## src/rtl/pan_stream_luhn.sv

```systemverilog
`timescale 1ns / 1ps
`default_nettype none
// ============================================================================
// pan_stream_luhn : PAN digit ingest, skid re-stream, IIN capture, Luhn check
// Revision 1.0
// ============================================================================
module pan_stream_luhn #(
  parameter int  MIN_LEN    = 12,
  parameter int  MAX_LEN    = 19,
  parameter int  IIN_DIGITS = 8,
  localparam int LEN_W      = $clog2(MAX_LEN + 2)
) (
  input  logic                    clk,
  input  logic                    rst,
  input  logic                    start_i,
  input  logic                    pan_end_i,
  input  logic                    abort_i,
  input  logic                    digit_valid_i,
  output logic                    digit_ready_o,
  input  logic [3:0]              digit_i,
  output logic [3:0]              s_digit_o,
  output logic                    s_valid_o,
  output logic                    s_first_o,
  output logic                    s_last_o,
  output logic [4*IIN_DIGITS-1:0] iin_prefix_o,
  output logic                    iin_ready_o,
  output logic                    res_valid_o,
  input  logic                    res_ready_i,
  output logic [LEN_W-1:0]        len_final_o,
  output logic                    length_ok_o,
  output logic                    luhn_ok_o,
  output logic [2:0]              error_code_o,
  output logic                    pan_ok_o
);

  localparam logic [LEN_W-1:0]        C_LEN_MIN      = LEN_W'(MIN_LEN);
  localparam logic [LEN_W-1:0]        C_LEN_MAX      = LEN_W'(MAX_LEN);
  localparam logic [LEN_W-1:0]        C_LEN_SAT      = LEN_W'(MAX_LEN + 1);
  localparam logic [LEN_W-1:0]        C_IIN_LAST     = LEN_W'(IIN_DIGITS - 1);
  localparam logic [4*IIN_DIGITS-1:0] C_PREFIX_EMPTY = {IIN_DIGITS{4'hF}};

  typedef enum logic [1:0] {
    S_IDLE    = 2'd0,
    S_COLLECT = 2'd1,
    S_FLUSH   = 2'd2,
    S_DONE    = 2'd3
  } state_t;

  function automatic logic [3:0] add10(input logic [3:0] a, input logic [3:0] b);
    logic [4:0] s;
    s = {1'b0, a} + {1'b0, b};
    if (s >= 5'd10) s = s - 5'd10;
    return s[3:0];
  endfunction

  function automatic logic [3:0] dbl10(input logic [3:0] d);
    logic [4:0] t;
    t = {d, 1'b0};
    if (t > 5'd9) t = t - 5'd9;
    return t[3:0];
  endfunction

  state_t                  state_q, state_d;
  logic [LEN_W-1:0]        len_q, len_d;
  logic [3:0]              sum_e_q, sum_e_d;
  logic [3:0]              sum_o_q, sum_o_d;
  logic [2:0]              err_q, err_d;
  logic                    pend_q, pend_d;
  logic [3:0]              hold_q, hold_d;
  logic                    hold_vld_q, hold_vld_d;
  logic                    hold_first_q, hold_first_d;
  logic [3:0]              s_digit_q, s_digit_d;
  logic                    s_valid_q, s_valid_d;
  logic                    s_first_q, s_first_d;
  logic                    s_last_q, s_last_d;
  logic [4*IIN_DIGITS-1:0] prefix_q, prefix_d;
  logic                    iin_rdy_q, iin_rdy_d;
  logic                    res_valid_q, res_valid_d;

  logic       w_accept;
  logic       w_keep;
  logic       w_is_bcd;
  logic       w_restart;
  logic [3:0] w_dbl;
  logic [3:0] w_luhn_sel;
  logic       w_len_ok;

  assign w_accept  = (state_q == S_COLLECT) && digit_valid_i;
  // Digits past MAX_LEN are counted but never enter the stream, Luhn or IIN.
  assign w_keep    = w_accept && (len_q < C_LEN_MAX);
  assign w_is_bcd  = (digit_i <= 4'd9);
  assign w_restart = start_i && ((state_q == S_IDLE) || (state_q == S_COLLECT));
  assign w_dbl     = dbl10(digit_i);

  always_comb begin
    state_d      = state_q;
    len_d        = len_q;
    sum_e_d      = sum_e_q;
    sum_o_d      = sum_o_q;
    err_d        = err_q;
    pend_d       = pend_q;
    hold_d       = hold_q;
    hold_vld_d   = hold_vld_q;
    hold_first_d = hold_first_q;
    s_digit_d    = s_digit_q;
    s_valid_d    = 1'b0;
    s_first_d    = 1'b0;
    s_last_d     = 1'b0;
    prefix_d     = prefix_q;
    iin_rdy_d    = iin_rdy_q;
    res_valid_d  = res_valid_q;

    if (w_restart) begin
      state_d    = S_COLLECT;
      len_d      = '0;
      sum_e_d    = 4'd0;
      sum_o_d    = 4'd0;
      err_d      = {pend_q, 2'b00};
      pend_d     = 1'b0;
      hold_vld_d = 1'b0;
      prefix_d   = C_PREFIX_EMPTY;
      iin_rdy_d  = 1'b0;
    end else begin
      case (state_q)
        S_IDLE: begin
          if (digit_valid_i || pan_end_i) err_d[2] = 1'b1;
        end
        S_COLLECT: begin
          if (w_keep) begin
            if (hold_vld_q) begin
              s_valid_d = 1'b1;
              s_digit_d = hold_q;
              s_first_d = hold_first_q;
            end
            hold_d       = digit_i;
            hold_vld_d   = 1'b1;
            hold_first_d = (len_q == '0);
            if (len_q == C_IIN_LAST) iin_rdy_d = 1'b1;
            for (int i = 0; i < IIN_DIGITS; i++) begin
              if (len_q == LEN_W'(i)) prefix_d[4*(IIN_DIGITS-1-i) +: 4] = digit_i;
            end
            if (!w_is_bcd) begin
              err_d[0] = 1'b1;
            end else if (len_q[0]) begin
              sum_e_d = add10(sum_e_q, digit_i);
              sum_o_d = add10(sum_o_q, w_dbl);
            end else begin
              sum_e_d = add10(sum_e_q, w_dbl);
              sum_o_d = add10(sum_o_q, digit_i);
            end
          end
          if (w_accept) begin
            len_d = w_keep ? (len_q + LEN_W'(1)) : C_LEN_SAT;
            if (!w_keep) err_d[1] = 1'b1;
          end
          if (pan_end_i) begin
            if (w_keep) begin
              state_d = S_FLUSH;
            end else begin
              s_valid_d   = hold_vld_q;
              s_digit_d   = hold_vld_q ? hold_q : s_digit_q;
              s_first_d   = hold_vld_q && hold_first_q;
              s_last_d    = hold_vld_q;
              hold_vld_d  = 1'b0;
              res_valid_d = 1'b1;
              state_d     = S_DONE;
            end
          end
        end
        S_FLUSH: begin
          s_valid_d   = 1'b1;
          s_digit_d   = hold_q;
          s_first_d   = hold_first_q;
          s_last_d    = 1'b1;
          hold_vld_d  = 1'b0;
          res_valid_d = 1'b1;
          state_d     = S_DONE;
        end
        S_DONE: begin
          // Misuse while a record is pending is charged to the following PAN.
          if (digit_valid_i || pan_end_i) pend_d = 1'b1;
          if (res_valid_q && res_ready_i) begin
            res_valid_d = 1'b0;
            state_d     = S_IDLE;
          end
        end
        default: state_d = S_IDLE;
      endcase
    end

    if (abort_i) begin
      state_d     = S_IDLE;
      len_d       = '0;
      sum_e_d     = 4'd0;
      sum_o_d     = 4'd0;
      err_d       = 3'b000;
      pend_d      = 1'b0;
      hold_vld_d  = 1'b0;
      s_valid_d   = 1'b0;
      s_first_d   = 1'b0;
      s_last_d    = 1'b0;
      prefix_d    = C_PREFIX_EMPTY;
      iin_rdy_d   = 1'b0;
      res_valid_d = 1'b0;
    end
  end

  always_ff @(posedge clk or posedge rst) begin
    if (rst) begin
      state_q      <= S_IDLE;
      len_q        <= '0;
      sum_e_q      <= 4'd0;
      sum_o_q      <= 4'd0;
      err_q        <= 3'b000;
      pend_q       <= 1'b0;
      hold_q       <= 4'd0;
      hold_vld_q   <= 1'b0;
      hold_first_q <= 1'b0;
      s_digit_q    <= 4'd0;
      s_valid_q    <= 1'b0;
      s_first_q    <= 1'b0;
      s_last_q     <= 1'b0;
      prefix_q     <= C_PREFIX_EMPTY;
      iin_rdy_q    <= 1'b0;
      res_valid_q  <= 1'b0;
    end else begin
      state_q      <= state_d;
      len_q        <= len_d;
      sum_e_q      <= sum_e_d;
      sum_o_q      <= sum_o_d;
      err_q        <= err_d;
      pend_q       <= pend_d;
      hold_q       <= hold_d;
      hold_vld_q   <= hold_vld_d;
      hold_first_q <= hold_first_d;
      s_digit_q    <= s_digit_d;
      s_valid_q    <= s_valid_d;
      s_first_q    <= s_first_d;
      s_last_q     <= s_last_d;
      prefix_q     <= prefix_d;
      iin_rdy_q    <= iin_rdy_d;
      res_valid_q  <= res_valid_d;
    end
  end

  // Even length: rightmost digit sits at an odd index, so even indices are doubled.
  assign w_luhn_sel = len_q[0] ? sum_o_q : sum_e_q;
  assign w_len_ok   = (len_q >= C_LEN_MIN) && (len_q <= C_LEN_MAX);

  assign digit_ready_o = (state_q == S_COLLECT);
  assign s_digit_o     = s_digit_q;
  assign s_valid_o     = s_valid_q;
  assign s_first_o     = s_first_q;
  assign s_last_o      = s_last_q;
  assign iin_prefix_o  = prefix_q;
  assign iin_ready_o   = iin_rdy_q;
  assign res_valid_o   = res_valid_q;
  assign len_final_o   = len_q;
  assign error_code_o  = err_q;
  assign length_ok_o   = res_valid_q && w_len_ok;
  assign luhn_ok_o     = res_valid_q && (len_q != '0) && (w_luhn_sel == 4'd0);
  assign pan_ok_o      = length_ok_o && luhn_ok_o && (err_q == 3'b000);

endmodule
`default_nettype wire

```

## config.mk

```make
export PLATFORM = sky130hd
export DESIGN_NAME = pan_stream_luhn
export DESIGN_NICKNAME = d
export VERILOG_FILES = /design/src/rtl/pan_stream_luhn.sv
export SDC_FILE = /design/constraint.sdc
export NUM_CORES = 1
export LEC_CHECK = 0
export CORE_ASPECT_RATIO = 2
export CORE_MARGIN = 1
export CORE_UTILIZATION = 55
export DETAILED_ROUTE_END_ITERATION = 8
export GPL_ROUTABILITY_DRIVEN = 0
export PLACE_DENSITY = 0.78
export REMOVE_ABC_BUFFERS = 1
export SETUP_SLACK_MARGIN = 0.5
export SYNTH_ARGS = -nofsm -noshare
export SYNTH_HDL_FRONTEND = slang
export SYNTH_SLANG_ARGS = --single-unit
```

## constraint.sdc

```tcl
create_clock -name clk -period 3.6 [get_ports clk]
set_input_delay 0.54 -clock clk [delete_from_list [all_inputs] [get_ports clk]]
set_output_delay 0.54 -clock clk [all_outputs]
set_load 0.02 [all_outputs]
```

==> results of run 1 <==
[synth_stat cells, types with 5 or more instances]
cell      count
inv_1        24
nand2_1      57
a21oi_1      18
nor2_1       32
dfrtp_1      34
nand2b_1      6
clkbuf_1      8
a211oi_1      6
mux2i_1      33
mux2_2       11
dfstp_2      32
and3_1        5
nand3_1      12
ha_1         32
o21ai_0      12
o211ai_1      8
nor2b_1       5
nor3_1        8
[layout make-up]
class                      count  area (um^2)  share of cell area
multi-input combinational    309         2415              0.4453
sequential                    66         1694              0.3124
timing repair buffer          93        850.8              0.1569
clock buffer                  13        240.2             0.04430
tap                           92        115.1             0.02123
inverter                      24        90.09             0.01661
clock inverter                 3        17.52            0.003230
[state kept, by name (all words and copies together), names as in the netlist, named ones only]
signal	cells
sum_o_q	4
iin_prefix_o	32
s_last_o	1
res_valid_o	1
hold_first_q	1
s_valid_o	1
pend_q	1
hold_vld_q	1
state_q	2
iin_ready_o	1
hold_q	4
error_code_o	3
len_final_o	5
sum_e_q	4
s_first_o	1
[per-layer routing]
layer	vias up	wire, um
li1	1629	-
met1	1688	4198
met2	83	5820
met3	25	407
met4	0	324
met5	-	0
[worst min-delay path by stage]
| stage | from | end | slack, ps | depth (start not counted) |
|---|---|---|---|---|
| after floorplan | hold_first_q$_DFFE_PP0P_ | hold_first_q$_DFFE_PP0P_ | 470 | 1 |
| after global placement | iin_prefix_o[31]$_DFFE_PP1P_ | iin_prefix_o[31]$_DFFE_PP1P_ | 480 | 2 |
| after detailed placement | iin_prefix_o[31]$_DFFE_PP1P_ | iin_prefix_o[31]$_DFFE_PP1P_ | 490 | 2 |
| after CTS | hold_q[2]$_DFFE_PP0P_ | flop | 500 | 1 |
| after global routing | hold_q[2]$_DFFE_PP0P_ | flop | 520 | 1 |
| final | hold_q[2]$_DFFE_PP0P_ | flop | 500 | 1 |
[per-stage QoR]
step / setup TNS, ps / util / power (W) / hold WS (ps) / setup WS (ps)
3_3_place_gp: -712.8 / 0.6863 / 0.001930 / 483.0 / -259.0
6_report: 0 / 0.7462 / 0.002811 / 497.4 / 618.9
4_1_cts: 0 / 0.7328 / 0.002770 / 500.7 / 570.5
5_1_grt: 0 / 0.7462 / 0.002957 / 519.3 / 502.2
3_5_place_dp: -1305 / 0.6863 / 0.001956 / 486.9 / -380.4
2_1_floorplan: 0 / - / 0.001596 / 472.2 / 63.93
[placed cells by master, fill, tap and decap left out, drive strengths merged, types with 2 or more instances in the layout]
master / count
a211oi: 10
a21bo: 3
a21o: 2
a21oi: 21
a311oi: 2
a31o: 2
and2: 3
and3: 6
buf: 30
clkbuf: 15
clkdlybuf4s50: 59
clkinv: 2
dfrtp: 34
dfstp: 32
fa: 4
ha: 32
inv: 24
mux2: 11
mux2i: 33
nand2: 57
nand2b: 6
nand3: 12
nand3b: 3
nand4: 2
nor2: 35
nor2b: 6
nor3: 8
nor3b: 3
o211ai: 8
o21ai: 14
o221ai: 3
o22ai: 2
o41ai: 2
xnor2: 5
xor2: 4
[worst max-delay path, delay by kind of cell, from the launching register on]
family,cells,cell delay [ps]
buffers and inverters,1,600
DFF,1,480
AOI/OAI and AO/OA,1,150
and+or+nand+nor,3,880
[power by group through the flow]
stage                     logic (W)  registers (W)  clock network [W]
final                       0.00110       0.000938           0.000773
after global routing        0.00119       0.000949           0.000816
after CTS                   0.00105       0.000935           0.000785
after detailed placement    0.00101       0.000943                  0
after global placement     0.000990       0.000940                  0
after floorplan            0.000605       0.000991                  0
[timing repair]
| item | in CTS | in global routing |
|---|---|---|
| buffers inserted | 3 | 5 |
| setup endpoints to repair | 6 | 5 |
| pin swaps | 5 | 14 |
| resized for setup | 18 | 18 |
[cells by family (layout without fill, tap and decap cells)]
logic type | after synthesis | count (layout) | share of synthesized area
compound gates | 77 | 77 | 0.1376
xor+xnor | 9 | 9 | 0.02086
fa+ha+maj | 36 | 36 | 0.1161
buf+inv | 38 | 133 | 0.03749
flops | 66 | 66 | 0.4087
mux | 44 | 44 | 0.1097
simple gates | 143 | 143 | 0.1696
==> results.py, run 1 <==
metrics = {
    "power": {
        "p_int_w": 0.001809,
        "p_per_area_nw_per_um2": 518.3,
        "vdd_drop_max_uv": 607.7,
        "sequentialPowerShare": 0.334,
        "switching_share": 0.3564,
        "leakagePower_nw": 2.404,
        "p_comb_frac": 0.391,
        "power_frac_clock": 0.275,
        "power_switching_w": 0.001002,
    },
    "final_layout": {
        "fin_nets": 550,
        "drive_gt1_frac": 0.2579,
        "fin_cells": 600,
        "n_fill_cell": 538,
        "stdcell_area_um2": 5423,
        "area_delta_synth_final_pct": 31.02,
        "antenna_cells": 0,
    },
    "synthesis": {
        "ys.flop_type": "dfrtp_1",
        "synth-edff-count": 0,
        "synthArstFlopShare": 1.000,
        "synth_area_um2": 4139,
        "synth_area_leader_cell": "dfrtp_1",
        "ys_seq_area_frac": 0.4087,
        "ys_warn_count": 0,
        "syn_area_per_cell_um2": 10.02,
        "synth.top_cell.area_share": 0.2056,
        "synthDistinctLibCells": 60,
        "synth_area_leaders": "dfrtp_1, dfstp_2, ha_1, mux2i_1, nand2_1",
        "ys_ff_latch": 66,
        "synth_cells": 413,
    },
    "routing": {
        "drtAntennaViolNets": 0,
        "dr.pass1.iters": 4,
        "dr.first_iter.drc_count": 159,
        "post_drt_wl_per_cell_um": 17.92,
        "dr_total_vias": 3425,
        "drc": 0,
        "post_drt_via_cell_ratio": 5.708,
        "routed_wl_um": 10750,
    },
    "clock_network": {
        "root_buffer": "clkbuf_16",
        "cts_made_buffers": 9,
        "clk_latency_ps": 340,
        "clockBufferDepth": 2,
        "ctsHoldBuffers": 0,
        "path_clk_slew_ps": 50,
        "htreeDepth": 3,
        "numClockSinks": 66,
        "cts_tree": "done",
    },
    "worst_setup_path": {
        "worst_r2r_endpoint": "sum_e_q[2]$_DFFE_PP0P_",
        "r2r-start": "sum_e_q[0]$_DFFE_PP0P_",
        "worstPathRequired_ps": 3060,
        "endpoint": "pan_ok_o",
        "worst_ep_arrival_time_ps": 2440,
        "path_class": "flop to output port",
        "critical_path_peak_fanout": 6,
        "reg2reg_depth": 10,
        "crit_start": "sum_o_q[1]$_DFFE_PP0P_",
        "crit_path_top_delay_cell": "clkdlybuf4s50_1",
        "critical_path.max_stage_delay_ps": 600,
        "ff2ff_setup_slack_ps": 910,
        "path_cells": "nor4_1 -> a22oi_1 -> nor3_1 -> and3_1 -> clkdlybuf4s50_1",
        "cp-start-kind": "flop",
        "end_kind": "output port",
    },
    "placement": {
        "placed_cells": 576,
        "io_buffers": 63,
        "postPlaceCellArea_um2": 4987,
        "dpl.hpwl_um": 7801,
    },
    "hold_path": {
        "hold_class": "flop to flop",
    },
    "grt": {
        "met1_usage": 0.3289,
        "antenna_found_initial": 0,
        "met3_usage": 0.06319,
        "use_met2": 0.5094,
        "grt_pass1_wl_um": 17550,
        "gr-usage-all-layers": 0.2911,
        "grt_overflow": 0,
        "busiest_layer": "met2",
        "grt_pass1_vias": 3546,
        "grt_max_degree": 26,
    },
    "floorplan": {
        "die_h_um": 124.7,
        "start_util": 0.5696,
        "rows": 44,
        "die_w_um": 63.34,
        "core_um2": 7267,
        "die_area_um2": 7897,
        "io_pins": 64,
    },
    "sta": {
        "hold_viol": 0,
        "tightest_slew_ps": 777.7,
        "fin_skew_ps": 8.054,
        "post-route-period-util": 0.8281,
        "relSlewSlack": 0.4815,
        "setup_viol_count_final": 0,
        "fmax_ghz": 0.3354,
        "period_needed_ps": 2981,
        "rsz0062_at_grt": "no",
        "finalMaxSlewViolations": 0,
    },
    "status": {
        "status": "completed",
    },
    "flow_run": {
        "maxCapViolCount": 0,
    },
}
No activity file was read; power rests on OpenSTA's default activity.
==> run 2, diff against run 1 <==
--- a/config.mk
+++ b/config.mk
@@ -7,10 +7,10 @@
 export LEC_CHECK = 0
 export CORE_ASPECT_RATIO = 2
 export CORE_MARGIN = 1
-export CORE_UTILIZATION = 55
+export CORE_UTILIZATION = 49
 export DETAILED_ROUTE_END_ITERATION = 8
 export GPL_ROUTABILITY_DRIVEN = 0
-export PLACE_DENSITY = 0.78
+export PLACE_DENSITY = 0.74
 export REMOVE_ABC_BUFFERS = 1
 export SETUP_SLACK_MARGIN = 0.5
 export SYNTH_ARGS = -nofsm -noshare
==> constraint.sdc (replaced) <==
create_clock -name clk -period 2.7 [get_ports clk]
set_input_delay 0.405 -clock clk [delete_from_list [all_inputs] [get_ports clk]]
set_output_delay 0.405 -clock clk [all_outputs]
set_load 0.02 [all_outputs]
==> results.py, run 2 (same netlist as run 1, synthesis figures left out) <==
metrics = {
    "status": {
        "status": "finished, violations left",
        "violations": "setup timing",
    },
    "sta": {
        "setup_viol_count_final": 4,
        "hold_viol": 0,
        "tightest_slew_ps": 550.2,
        "fin_ws_ps": -74.03,
        "relSlewSlack": 0.6327,
        "finalMaxSlewViolations": 0,
        "fmax_ghz": 0.3605,
        "rsz0062_at_grt": "yes",
        "period_needed_ps": 2774,
        "fin_skew_ps": 5.136,
        "post-route-period-util": 1.027,
    },
    "floorplan": {
        "io_pins": 64,
        "start_util": 0.5027,
        "die_h_um": 132.0,
        "rows": 47,
        "core_um2": 8233,
        "die_w_um": 66.99,
        "die_area_um2": 8840,
    },
    "clock_network": {
        "cts_made_buffers": 9,
        "clockBufferDepth": 2,
        "htreeDepth": 3,
        "root_buffer": "clkbuf_16",
        "path_clk_slew_ps": 60,
        "numClockSinks": 66,
        "cts_tree": "done",
        "clk_latency_ps": 340,
    },
    "final_layout": {
        "antenna_cells": 0,
        "largest_reg_flops": 32,
        "drive_gt1_frac": 0.3909,
        "ff_latch_area_um2": 1699,
        "n_fill_cell": 582,
        "final_common_cell": "buf_4",
        "multi_input_comb_area_um2": 2571,
        "area_delta_synth_final_pct": 44.89,
        "fin_nets": 592,
        "final_cell_mix": "buf_4, nand2_1, clkdlybuf4s50_1",
        "fin_cells": 648,
    },
    "routing": {
        "post_drt_wl_per_cell_um": 18.93,
        "drtAntennaViolNets": 0,
        "dr.pass1.iters": 4,
        "dr_total_vias": 3755,
        "routed_wl_um": 12270,
        "dr.first_iter.drc_count": 155,
        "drc": 0,
        "post_drt_via_cell_ratio": 5.795,
    },
    "grt": {
        "grt_pass1_wl_um": 19060,
        "grt_max_degree": 42,
        "antenna_found_initial": 0,
        "grt_pass1_vias": 3890,
        "gr-usage-all-layers": 0.2916,
        "grt_overflow": 0,
    },
    "worst_setup_path": {
        "critical_path_peak_fanout": 3,
        "worstPathRequired_ps": 2960,
        "endpoint": "sum_e_q[2]$_DFFE_PP0P_",
        "path_class": "primary input to flop",
        "reg2reg_depth": 10,
        "r2r-start": "sum_o_q[0]$_DFFE_PP0P_",
        "worst_ep_arrival_time_ps": 3030,
        "cp-start-kind": "primary input",
        "worst_r2r_endpoint": "sum_o_q[2]$_DFFE_PP0P_",
        "end_kind": "flop",
        "ff2ff_setup_slack_ps": 30,
        "crit_start": "digit_i[1]",
    },
    "flow_run": {
        "maxCapViolCount": 0,
    },
    "power": {
        "leakagePower_nw": 2.668,
        "power_w": 0.004170,
        "vdd_drop_max_uv": 517.6,
        "p_per_area_nw_per_um2": 695.4,
    },
    "placement": {
        "io_buffers": 63,
        "placed_cells": 614,
        "dpl.hpwl_um": 8313,
    },
    "hold_path": {
        "hold_class": "flop to flop",
    },
}
run 2: cell count changes in the layout (fill, tap and decap cells not counted), sizes merged:
cell	delta
buf	+48
clkbuf	-5
clkdlybuf4s50	-4
inv	+2
dlymetal6s2s	-1
bufinv	+1
dlygate4sd2	+1
run 2: worst min path at each step:
stage,endpoint,slack (ps),depth (start not counted),startpoint
after global routing,hold_q[0]$_DFFE_PP0P_,510,1,hold_q[0]$_DFFE_PP0P_
after global placement,iin_prefix_o[31]$_DFFE_PP1P_,480,2,iin_prefix_o[31]$_DFFE_PP1P_
after detailed placement,iin_prefix_o[31]$_DFFE_PP1P_,480,2,iin_prefix_o[31]$_DFFE_PP1P_
after floorplan,error_code_o[2]$_DFFE_PP0P_,470,1,abort_i
after CTS,hold_q[0]$_DFFE_PP0P_,500,1,hold_q[0]$_DFFE_PP0P_
final,iin_prefix_o[30]$_DFFE_PP1P_,500,2,iin_prefix_o[30]$_DFFE_PP1P_
run 2: where the power goes:
group | internal [W] | leakage, nW | switching, W | total, W
sequential | 0.00113 | 0.776 | 0.000120 | 0.00126
clock | 0.000740 | 0.149 | 0.000446 | 0.00119
combinational | 0.000822 | 1.74 | 0.000907 | 0.00173
run 2: layout make-up:
type                    instances  area share
clock buffers                  10     0.03985
repair buffers                135      0.2011
well taps                      98     0.02045
clock inverters                 6     0.01064
inverters                      24     0.01586
flip-flops and latches         66      0.2833
multi-input cells             309      0.4288
run 2: metrics by stage:
step	instance area (um^2)	hold slack (ps)	util	setup WS [ps]	TNS, ps
global route	5997	512.5	0.7284	-225.6	-654.7
CTS	5858	503.1	0.7116	-12.03	-12.03
floorplan	4074	471.4	-	-701.1	-3751
global placement	5248	479.1	0.6374	-976.3	-4960
finish	5997	501.0	0.7284	-74.03	-173.8
detailed placement	5248	478.0	0.6374	-1094	-5601
run 2: per-layer routing:
metal / vias up / track usage / part of all wire
met5: - / 0 / 0
met4: 0 / 0.1832 / 0.058
met3: 51 / 0.04931 / 0.040
met2: 124 / 0.5079 / 0.55
met1: 1865 / 0.3105 / 0.35
li1: 1715 / - / -
run 2: critical path: stages:
cell and delay, ps:
buf_8 100, inv_4 60, ha_4 130, inv_2 40, a21oi_4 200, mux2i_2 320
ha_1 320, xnor2_2 200, ha_2 230, inv_2 30, a31o_1 200, a211oi_2 250
a21oi_4 60, mux2_4 310, o221ai_2 150
run 2: timing repair:
action / in CTS / in global routing
pin swaps: 26 / 11
endpoints found under the setup margin: 16 / 43
buffers inserted: 13 / 5
hold buffers: 0 / 0
resized for setup: 86 / 26
